## config.mk

```make
export PLATFORM = sky130hd
export DESIGN_NAME = hps_mailbox_dispatcher
export DESIGN_NICKNAME = d
export VERILOG_FILES = /design/src/rtl/hps_mailbox_dispatcher.sv
export SDC_FILE = /design/constraint.sdc
export NUM_CORES = 1
export LEC_CHECK = 0
export BUFFER_PORTS_ARGS = -buffer_cell sky130_fd_sc_hd__buf_2
export CORE_MARGIN = 4
export CORE_UTILIZATION = 50
export CTS_CLUSTER_DIAMETER = 120
export CTS_CLUSTER_SIZE = 40
export DETAILED_ROUTE_END_ITERATION = 12
export PLACE_DENSITY = 0.74
export SETUP_SLACK_MARGIN = 0.4
export SLEW_MARGIN = 20
export SYNTH_ARGS = -nofsm -noshare
export SYNTH_HDL_FRONTEND = slang
export SYNTH_SLANG_ARGS = --single-unit
```

## constraint.sdc

```tcl
create_clock -name clock -period 3.4 [get_ports clock]
set_clock_uncertainty 0.1 [all_clocks]
set_input_delay 0.51 -clock clock [delete_from_list [all_inputs] [get_ports clock]]
set_output_delay 0.51 -clock clock [all_outputs]
set_load 0.01 [all_outputs]
```

## src/rtl/hps_mailbox_dispatcher.sv

```systemverilog
// HPS mailbox reader: polls a shared SRAM list, dispatches pixel writes to the one-hot
// column array or heat-source updates, then writes a status word and clears the ready flag.
module hps_mailbox_dispatcher #(
    parameter int N_COLS  = 64,
    parameter int ADDR_W  = 8,
    parameter int PIX_W   = 8,
    parameter int RD_LAT  = 2,
    parameter int ACK_TMO = 255
) (
    input  logic              clock,
    input  logic              reset,
    input  logic [31:0]       sram_readdata,
    output logic [ADDR_W-1:0] sram_address,
    output logic [31:0]       sram_writedata,
    output logic              sram_write,
    output logic [N_COLS-1:0] col_select,
    output logic [9:0]        row_select,
    output logic [PIX_W-1:0]  pixel_color,
    input  logic [N_COLS-1:0] return_sig,
    output logic [9:0]        heat_x,
    output logic [9:0]        heat_y,
    output logic              heat_valid,
    output logic              done,
    output logic              busy
);
    localparam int CNT_W = ADDR_W + 1;
    localparam int TMO_W = (ACK_TMO > 0) ? $clog2(ACK_TMO + 1) : 1;
    localparam int LAT_W = $clog2(RD_LAT + 1);
    localparam int COL_W = (N_COLS > 1) ? $clog2(N_COLS) : 1;
    localparam logic [CNT_W-1:0] MAX_CNT  = CNT_W'((1 << ADDR_W) - 2);
    localparam logic [10:0]      N_COLS_L = 11'(N_COLS);

    typedef enum logic [3:0] {
        S_POLL, S_RD_WAIT, S_CHECK, S_CNT_REQ, S_CNT_LATCH, S_ENT_REQ, S_DECODE,
        S_DISPATCH, S_ACK_WAIT, S_NEXT, S_STATUS, S_CLEAR, S_DONE
    } state_t;

    state_t           state;
    state_t           rd_tgt;
    logic [LAT_W-1:0] lat_cnt;
    logic [31:0]      rd_data;
    logic [CNT_W-1:0] count;
    logic [CNT_W-1:0] idx;
    logic [TMO_W-1:0] tmo;
    logic [15:0]      ok_cnt;
    logic [15:0]      err_cnt;

    logic [1:0]       ent_mode;
    logic [9:0]       ent_x;
    logic [9:0]       ent_y;
    logic [PIX_W-1:0] ent_val;
    logic [COL_W-1:0] ent_col;
    logic [CNT_W-1:0] raw_cnt;
    logic [CNT_W-1:0] ent_addr;

    // The last word read stays in rd_data until the next read, so the
    // entry fields remain valid through DISPATCH and ACK_WAIT.
    assign ent_mode = rd_data[31:30];
    assign ent_x    = rd_data[29:20];
    assign ent_y    = rd_data[17:8];
    assign ent_val  = rd_data[PIX_W-1:0];
    assign ent_col  = ent_x[COL_W-1:0];
    assign raw_cnt  = rd_data[CNT_W-1:0];
    assign ent_addr = idx + CNT_W'(2);

    function automatic logic [15:0] sat_inc(input logic [15:0] v);
        return (v == 16'hFFFF) ? v : v + 16'd1;
    endfunction

    always_ff @(posedge clock or negedge reset) begin
        if (!reset) begin
            state          <= S_POLL;
            rd_tgt         <= S_POLL;
            lat_cnt        <= '0;
            rd_data        <= '0;
            count          <= '0;
            idx            <= '0;
            tmo            <= '0;
            ok_cnt         <= '0;
            err_cnt        <= '0;
            sram_address   <= '0;
            sram_writedata <= '0;
            sram_write     <= 1'b0;
            col_select     <= '0;
            row_select     <= '0;
            pixel_color    <= '0;
            heat_x         <= '0;
            heat_y         <= '0;
            heat_valid     <= 1'b0;
            done           <= 1'b0;
            busy           <= 1'b0;
        end else begin
            heat_valid <= 1'b0;
            done       <= 1'b0;
            sram_write <= 1'b0;
            case (state)
                S_POLL: begin
                    sram_address <= '0;
                    lat_cnt      <= LAT_W'(1);
                    rd_tgt       <= S_CHECK;
                    state        <= S_RD_WAIT;
                end
                // Shared read wait: samples exactly RD_LAT edges after the address edge.
                S_RD_WAIT: begin
                    if (lat_cnt == LAT_W'(RD_LAT)) begin
                        rd_data <= sram_readdata;
                        state   <= rd_tgt;
                    end else begin
                        lat_cnt <= lat_cnt + LAT_W'(1);
                    end
                end
                S_CHECK: begin
                    if (rd_data == '0) begin
                        state <= S_POLL;
                    end else begin
                        busy  <= 1'b1;
                        state <= S_CNT_REQ;
                    end
                end
                S_CNT_REQ: begin
                    sram_address <= ADDR_W'(1);
                    lat_cnt      <= LAT_W'(1);
                    rd_tgt       <= S_CNT_LATCH;
                    state        <= S_RD_WAIT;
                end
                S_CNT_LATCH: begin
                    count <= (raw_cnt > MAX_CNT) ? MAX_CNT : raw_cnt;
                    state <= (raw_cnt == '0) ? S_STATUS : S_ENT_REQ;
                end
                S_ENT_REQ: begin
                    sram_address <= ent_addr[ADDR_W-1:0];
                    lat_cnt      <= LAT_W'(1);
                    rd_tgt       <= S_DECODE;
                    state        <= S_RD_WAIT;
                end
                S_DECODE: begin
                    idx <= idx + CNT_W'(1);
                    case (ent_mode)
                        2'b00: begin
                            if ({1'b0, ent_x} < N_COLS_L) begin
                                state <= S_DISPATCH;
                            end else begin
                                err_cnt <= sat_inc(err_cnt);
                                state   <= S_NEXT;
                            end
                        end
                        2'b01: begin
                            heat_x     <= ent_x;
                            heat_y     <= ent_y;
                            heat_valid <= 1'b1;
                            state      <= S_NEXT;
                        end
                        2'b11: state <= S_STATUS;
                        default: begin
                            err_cnt <= sat_inc(err_cnt);
                            state   <= S_NEXT;
                        end
                    endcase
                end
                S_DISPATCH: begin
                    col_select  <= N_COLS'(1) << ent_col;
                    row_select  <= ent_y;
                    pixel_color <= ent_val;
                    tmo         <= '0;
                    state       <= S_ACK_WAIT;
                end
                S_ACK_WAIT: begin
                    if (return_sig[ent_col]) begin
                        col_select <= '0;
                        ok_cnt     <= sat_inc(ok_cnt);
                        state      <= S_NEXT;
                    end else if (tmo == TMO_W'(ACK_TMO)) begin
                        col_select <= '0;
                        err_cnt    <= sat_inc(err_cnt);
                        state      <= S_NEXT;
                    end else begin
                        tmo <= tmo + TMO_W'(1);
                    end
                end
                S_NEXT: state <= (idx == count) ? S_STATUS : S_ENT_REQ;
                S_STATUS: begin
                    sram_address   <= ADDR_W'(1);
                    sram_writedata <= {err_cnt, ok_cnt};
                    sram_write     <= 1'b1;
                    state          <= S_CLEAR;
                end
                S_CLEAR: begin
                    sram_address   <= '0;
                    sram_writedata <= '0;
                    sram_write     <= 1'b1;
                    state          <= S_DONE;
                end
                S_DONE: begin
                    done    <= 1'b1;
                    busy    <= 1'b0;
                    idx     <= '0;
                    count   <= '0;
                    tmo     <= '0;
                    ok_cnt  <= '0;
                    err_cnt <= '0;
                    state   <= S_POLL;
                end
                default: state <= S_POLL;
            endcase
        end
    end
endmodule
```

* After elaboration in Yosys (flattened, before gate mapping)
Cells that the tools add are included.
Storage, ports and cells: logic and storage cells 130, register bits 246, output and inout port bits 146
Operators by class: shift-type cells 1, order comparisons 3, mux-type cells 40, eq/ne operators 30, $add $sub $neg 6, reduce and logical (&&, ||, !) cells 30
Operator list (count):
- 2-to-1 mux 64 bit | 2
- one-hot mux 64 bit (2 select lines) | 1
- 2-to-1 mux 16 bit | 6
- one-hot mux 16 bit (2 select lines) | 2
- one-hot mux 32 bit (2 select lines) | 1
- << shifter 1 x 6 -> 64 bit, first input constant | 1
- one-hot mux 16 bit (3 select lines) | 1
- one-hot mux 4 bit (10 select lines) | 1
- one-hot mux 9 bit (2 select lines) | 2
- adder 16 x 1 -> 16 bit, second input constant | 2
- equality test 16 bit, second input constant | 2
- zero test 32 bit | 1
- 2-to-1 mux 4 bit | 6
- one-hot mux 8 bit (3 select lines) | 1
- equality test 4 bit, second input constant | 5
- inequality test 2 bit, second input constant | 9
- equality test 4 x 3 -> 1 bit, second input constant | 4
- 2-to-1 mux 8 bit | 2
- one-hot mux 8 bit (2 select lines) | 1
- nonzero test 2 bit | 8
- one-hot mux 4 bit (3 select lines) | 1
- AND reduction 2 bit | 6
- less-than comparator 10 x 7 -> 1 bit, second input constant | 1
- OR reduction 2 bit | 5
- 27 further kinds | 39

* Longest topological paths before layout
word-level depth 5, mapped depth 11

* Least setup slack after synthesis
No wires, ideal clock.
path kind reg-to-reg, from register rd_data[20], to register col_select[56], arrival time 2.400 ns, path buffers 3, setup time 0.121 ns, cell stages (with the launch flop) 11, path slack 0.779 ns, period minus slack after synthesis 2.621 ns, cell sequence dfrtp_1 buf_4 inv_1 mux4_2 o221ai_1 o31a_1 nor3_4 o21a_1 buf_4 buf_2 a22o_1
Between the ends: cells in the longest elaborated chain, start to end 4, elaborated cells on any way between the ends 7, those cells by class eq/ne: 1; shift: 1; mux: 4; reduce/logical: 1
Ends and longest elaborated chain:
- start: declaration | RTL line 41 | logic [31:0] rd_data;
- start signal: assignment | RTL line 106 | rd_data <= sram_readdata;
- binary-select mux 1 bit (select 6 bit) | RTL line 168 | if (return_sig[ent_col]) begin
- 2-to-1 mux 1 bit (not written as such) | RTL line 168
- 2-to-1 mux 64 bit / inequality test 3 bit (equally long branches)
- one-hot mux 64 bit (2 select lines) / AND reduction 2 bit (equally long branches)
- end signal: assignment | RTL line 161 | col_select <= N_COLS'(1) << ent_col;
- end: declaration | RTL line 16 | output logic [N_COLS-1:0] col_select,
Parallel ways exist; a longest one is shown, timed or not. The select of a mux whose other input is x is not followed. A chain may end at the register's enable or synchronous reset.

* Worst setup path in the final report
from register rd_data[20], to register tmo[6]
Between the ends: cells in the longest elaborated chain, start to end 4
Ends and longest elaborated chain:
- binary-select mux 1 bit (select 6 bit) | RTL line 168
- 2-to-1 mux 1 bit (not written as such) | RTL line 168
- inequality test 2 bit (no line)
- AND reduction 3 bit (no line)
- end signal: assignment | RTL line 177 | tmo <= tmo + TMO_W'(1);
- end: declaration | RTL line 44 | logic [TMO_W-1:0] tmo;
No other way between the ends. The select of a mux whose other input is x is not followed.

==> flow_summary.toml <==
[outcome]
status = "finished clean"

[timing]
max_freq_mhz = 340
worst_hold_slack_ns = 0.121
finalCritPeriodShare = 0.866
worst_slack_ns = 0.456
report.final.slew_viol_count = 0
setup_tns_ns = 0
final-setup-viol-count = 0
relSlewSlack = 0.483
rsz0062_at_grt = "yes"
final_hold_viol_count = 0
worst_slew_pin_slew_ns = 0.775
fin_crit_ns = 2.94

[synth]
ys_async_sr_fraction = 1.00
synth_top_area_share = 0.548
synth.area.top_cells = "dfrtp_1 55%, mux2_2 5.2%, nand2_1 4.2%, a22o_1 3.8%, o2bb2ai_1 3.6%"
synth-edff-count = 0
synth_seq_cells = 244
synth_commonest_cells = "244 x dfrtp_1, 124 x nand2_1, 61 x nor2_1"
ys_seq_area_frac = 0.548
ys.flop_type = "dfrtp_1"
yosysWarnings = 0
yosysTopAreaCell = "dfrtp_1"
syn_area_mm2 = 0.0111
synth_nets = 1122
synth_most_common_cell = "dfrtp_1"
synth_cells = 1014
synth.avg_cell_area_um2 = 11.0
ys_types = 58

[worst_setup_path]
max_stage_delay_ns = 0.49
end_kind = "register"
r2r_end = "tmo[6]"
cpMaxStageDelayCell = "mux4_2"
path_buf_inv = 2
required_ns = 3.70
path_cells = "buf_4, mux4_2, mux2i_2, o221ai_4, o31a_1, nor3_4, buf_4, o21ai_1, a211o_1"
crit_top_cell = "buf_4"
timing.rr.start = "rd_data[20]"
crit_type = "reg2reg"
start_kind = "register"
critPathTopFamily = "compound AO/OA/AOI/OAI gates"
crit_path_max_fanout = 8
arrival_ns = 3.25
rrSetupSlack_ns = 0.46
r2r_cells = 9

[place]
place_area_mm2 = 0.0128
gp_congestion = 0.880
dp_hpwl_mm = 21.6
portBuffers = 243
dp.cells = 1510
preCtsSetupSlack_ns = 0.0670

[layout]
nets = 1360
fillers = 1824
syn_to_final_growth_pct = 18.8
drive_gt1_frac = 0.304
stdcell_count = 1534
fin_area_mm2 = 0.0132

[flow_run]
drv_cap = 0

[floorplan]
ios = 244
core_mm2 = 0.0219
fp.dieW_um = 157
start_util = 0.509
die_area_mm2 = 0.0248
die_h_um = 157
rows = 54

[drt]
wl_per_cell_um = 19.5
drtIter0Drc = 710
wl_mm = 29.9
drcViolationCount = 0
ant_nets = 0
first_pass_iters = 5
route.vias.total = 8968
vias_per_cell = 5.85

[clocking]
htreeDepth = 1
clock-sinks = 244
cts_tree = "done"
cts_buffers = 10
root_buffer = "clkbuf_16"
insertion_delay_ns = 0.50
clk_pin_slew_worst_paths_ns = 0.15
cts.path.max_buffers = 3

[power_and_ir_drop]
p_per_area_mw_per_mm2 = 737
peakVddDrop_uv = 646
power_leakage_nw = 6.45

[hold_path]
hold_depth = 2
hp-class = "in2reg"
hold_start = "sram_readdata[21]"
worstHoldEndpoint = "rd_data[21]"

[global_route]
grt_max_degree = 138
grt_antenna_before_repair = 2
track_usage = 0.234
gr-total-overflow = 0
grt_pass1_wl_mm = 47.0
grt_pass1_vias = 8696
==> report_power, final <==
| part | switching (mW) | internal [mW] |
|---|---|---|
| Sequential | 0.743 | 3.73 |
| Clock | 0.904 | 0.569 |
| Combinational | 2.06 | 1.76 |
==> worst reg2reg max path, stage by stage (launching register included) <==
cell and delay (ns):
dfrtp_2 0.47, buf_4 0.14, mux4_2 0.49, mux2i_2 0.28, o221ai_4 0.18, o31a_1 0.22
nor3_4 0.28, buf_4 0.21, o21ai_1 0.13, a211o_1 0.33
==> layer usage <==
metal  up-vias  routed length [µm]  global-route usage
li1       4186                   -                   -
met1      4471               13100               0.333
met2       268               14300               0.379
met3        41                1850              0.0476
met4         2                 578              0.0463
met5         -                  12                   0
==> cell usage in the layout (no fill, tap or decap), types with 9 or more instances in the layout <==
| cell | instances |
|---|---|
| a22o_1 | 48 |
| o21ai_0 | 27 |
| and3_1 | 17 |
| xor2_1 | 9 |
| nor4_1 | 10 |
| buf_4 | 43 |
| o31ai_1 | 43 |
| xnor2_1 | 13 |
| nor2_1 | 59 |
| nand2_1 | 123 |
| ha_1 | 10 |
| mux2_2 | 51 |
| o2bb2ai_1 | 46 |
| nor3_1 | 16 |
| buf_2 | 242 |
| o211ai_1 | 12 |
| a21oi_1 | 23 |
| dfrtp_1 | 242 |
| clkbuf_16 | 10 |
| nand2b_1 | 12 |
| nand3_1 | 33 |
| nand4_1 | 9 |
| mux2i_1 | 24 |
| inv_1 | 18 |
==> flip-flops by register name, indices dropped and copies added, names as in the netlist, 4 cells and up <==
signal	cells
rd_data	32
col_select	64
idx	9
row_select	10
count	9
err_cnt	16
sram_writedata	32
heat_x	10
tmo	8
pixel_color	8
ok_cnt	16
heat_y	10
state	4
sram_address	8
==> stage by stage <==
stage / power (mW) / util
finish: 9.76 / 0.605
global route: 10.4 / 0.605
CTS: 9.71 / 0.602
detailed placement: 8.13 / 0.584
global placement: 8.02 / 0.584
floorplan: 6.68 / -
==> worst max path at each step <==
stage / startpoint / cells after the start / slack (ns) / endpoint
3_5_place_dp: return_sig[35] / 8 / 0.07 / err_cnt[11]
3_3_place_gp: return_sig[35] / 8 / 0.21 / err_cnt[7]
6_report: rd_data[20] / 9 / 0.46 / tmo[6]
4_1_cts: rd_data[20] / 7 / 0.40 / err_cnt[13]
2_1_floorplan: rd_data[20] / 10 / 0.78 / col_select[56]
5_1_grt: rd_data[20] / 9 / 0.38 / tmo[6]
==> logic make-up (layout without fill, tap and decap cells) <==
| kind of cell | count (synthesis) | count (layout) | synth area share |
|---|---|---|---|
| flops | 244 | 244 | 0.548 |
| fa+ha+maj | 10 | 10 | 0.0112 |
| buf+inv | 85 | 323 | 0.0314 |
| compound gates | 249 | 250 | 0.170 |
| other cells | 0 | 1 | 0 |
| xor+xnor | 22 | 22 | 0.0173 |
| mux | 82 | 82 | 0.0850 |
| simple gates | 322 | 322 | 0.138 |
==> timing repair <==
action / 4_1_cts / 5_1_grt
cloned: 0 / 1
hold buffers: 1 / 0
setup endpoints to repair: 67 / 64
gates resized for setup: 9 / 7
pin swaps: 2 / 2
buffers inserted: 6 / 2
endpoints found under the hold margin: 103 / 0
==> final cells by class <==
| type | instances | area (µm²) | share of cell area |
|---|---|---|---|
| diodes | 1 | 2.50 | 0.000189 |
| clock buffers | 11 | 254 | 0.0192 |
| clock inverters | 2 | 46.3 | 0.00349 |
| inverters | 19 | 71.3 | 0.00538 |
| multi-input cells | 686 | 4780 | 0.361 |
| flip-flops and latches | 244 | 6110 | 0.461 |
| well taps | 280 | 350 | 0.0264 |
| repair buffers | 291 | 1630 | 0.123 |
Note: power is estimated with default switching activity, not from simulation.
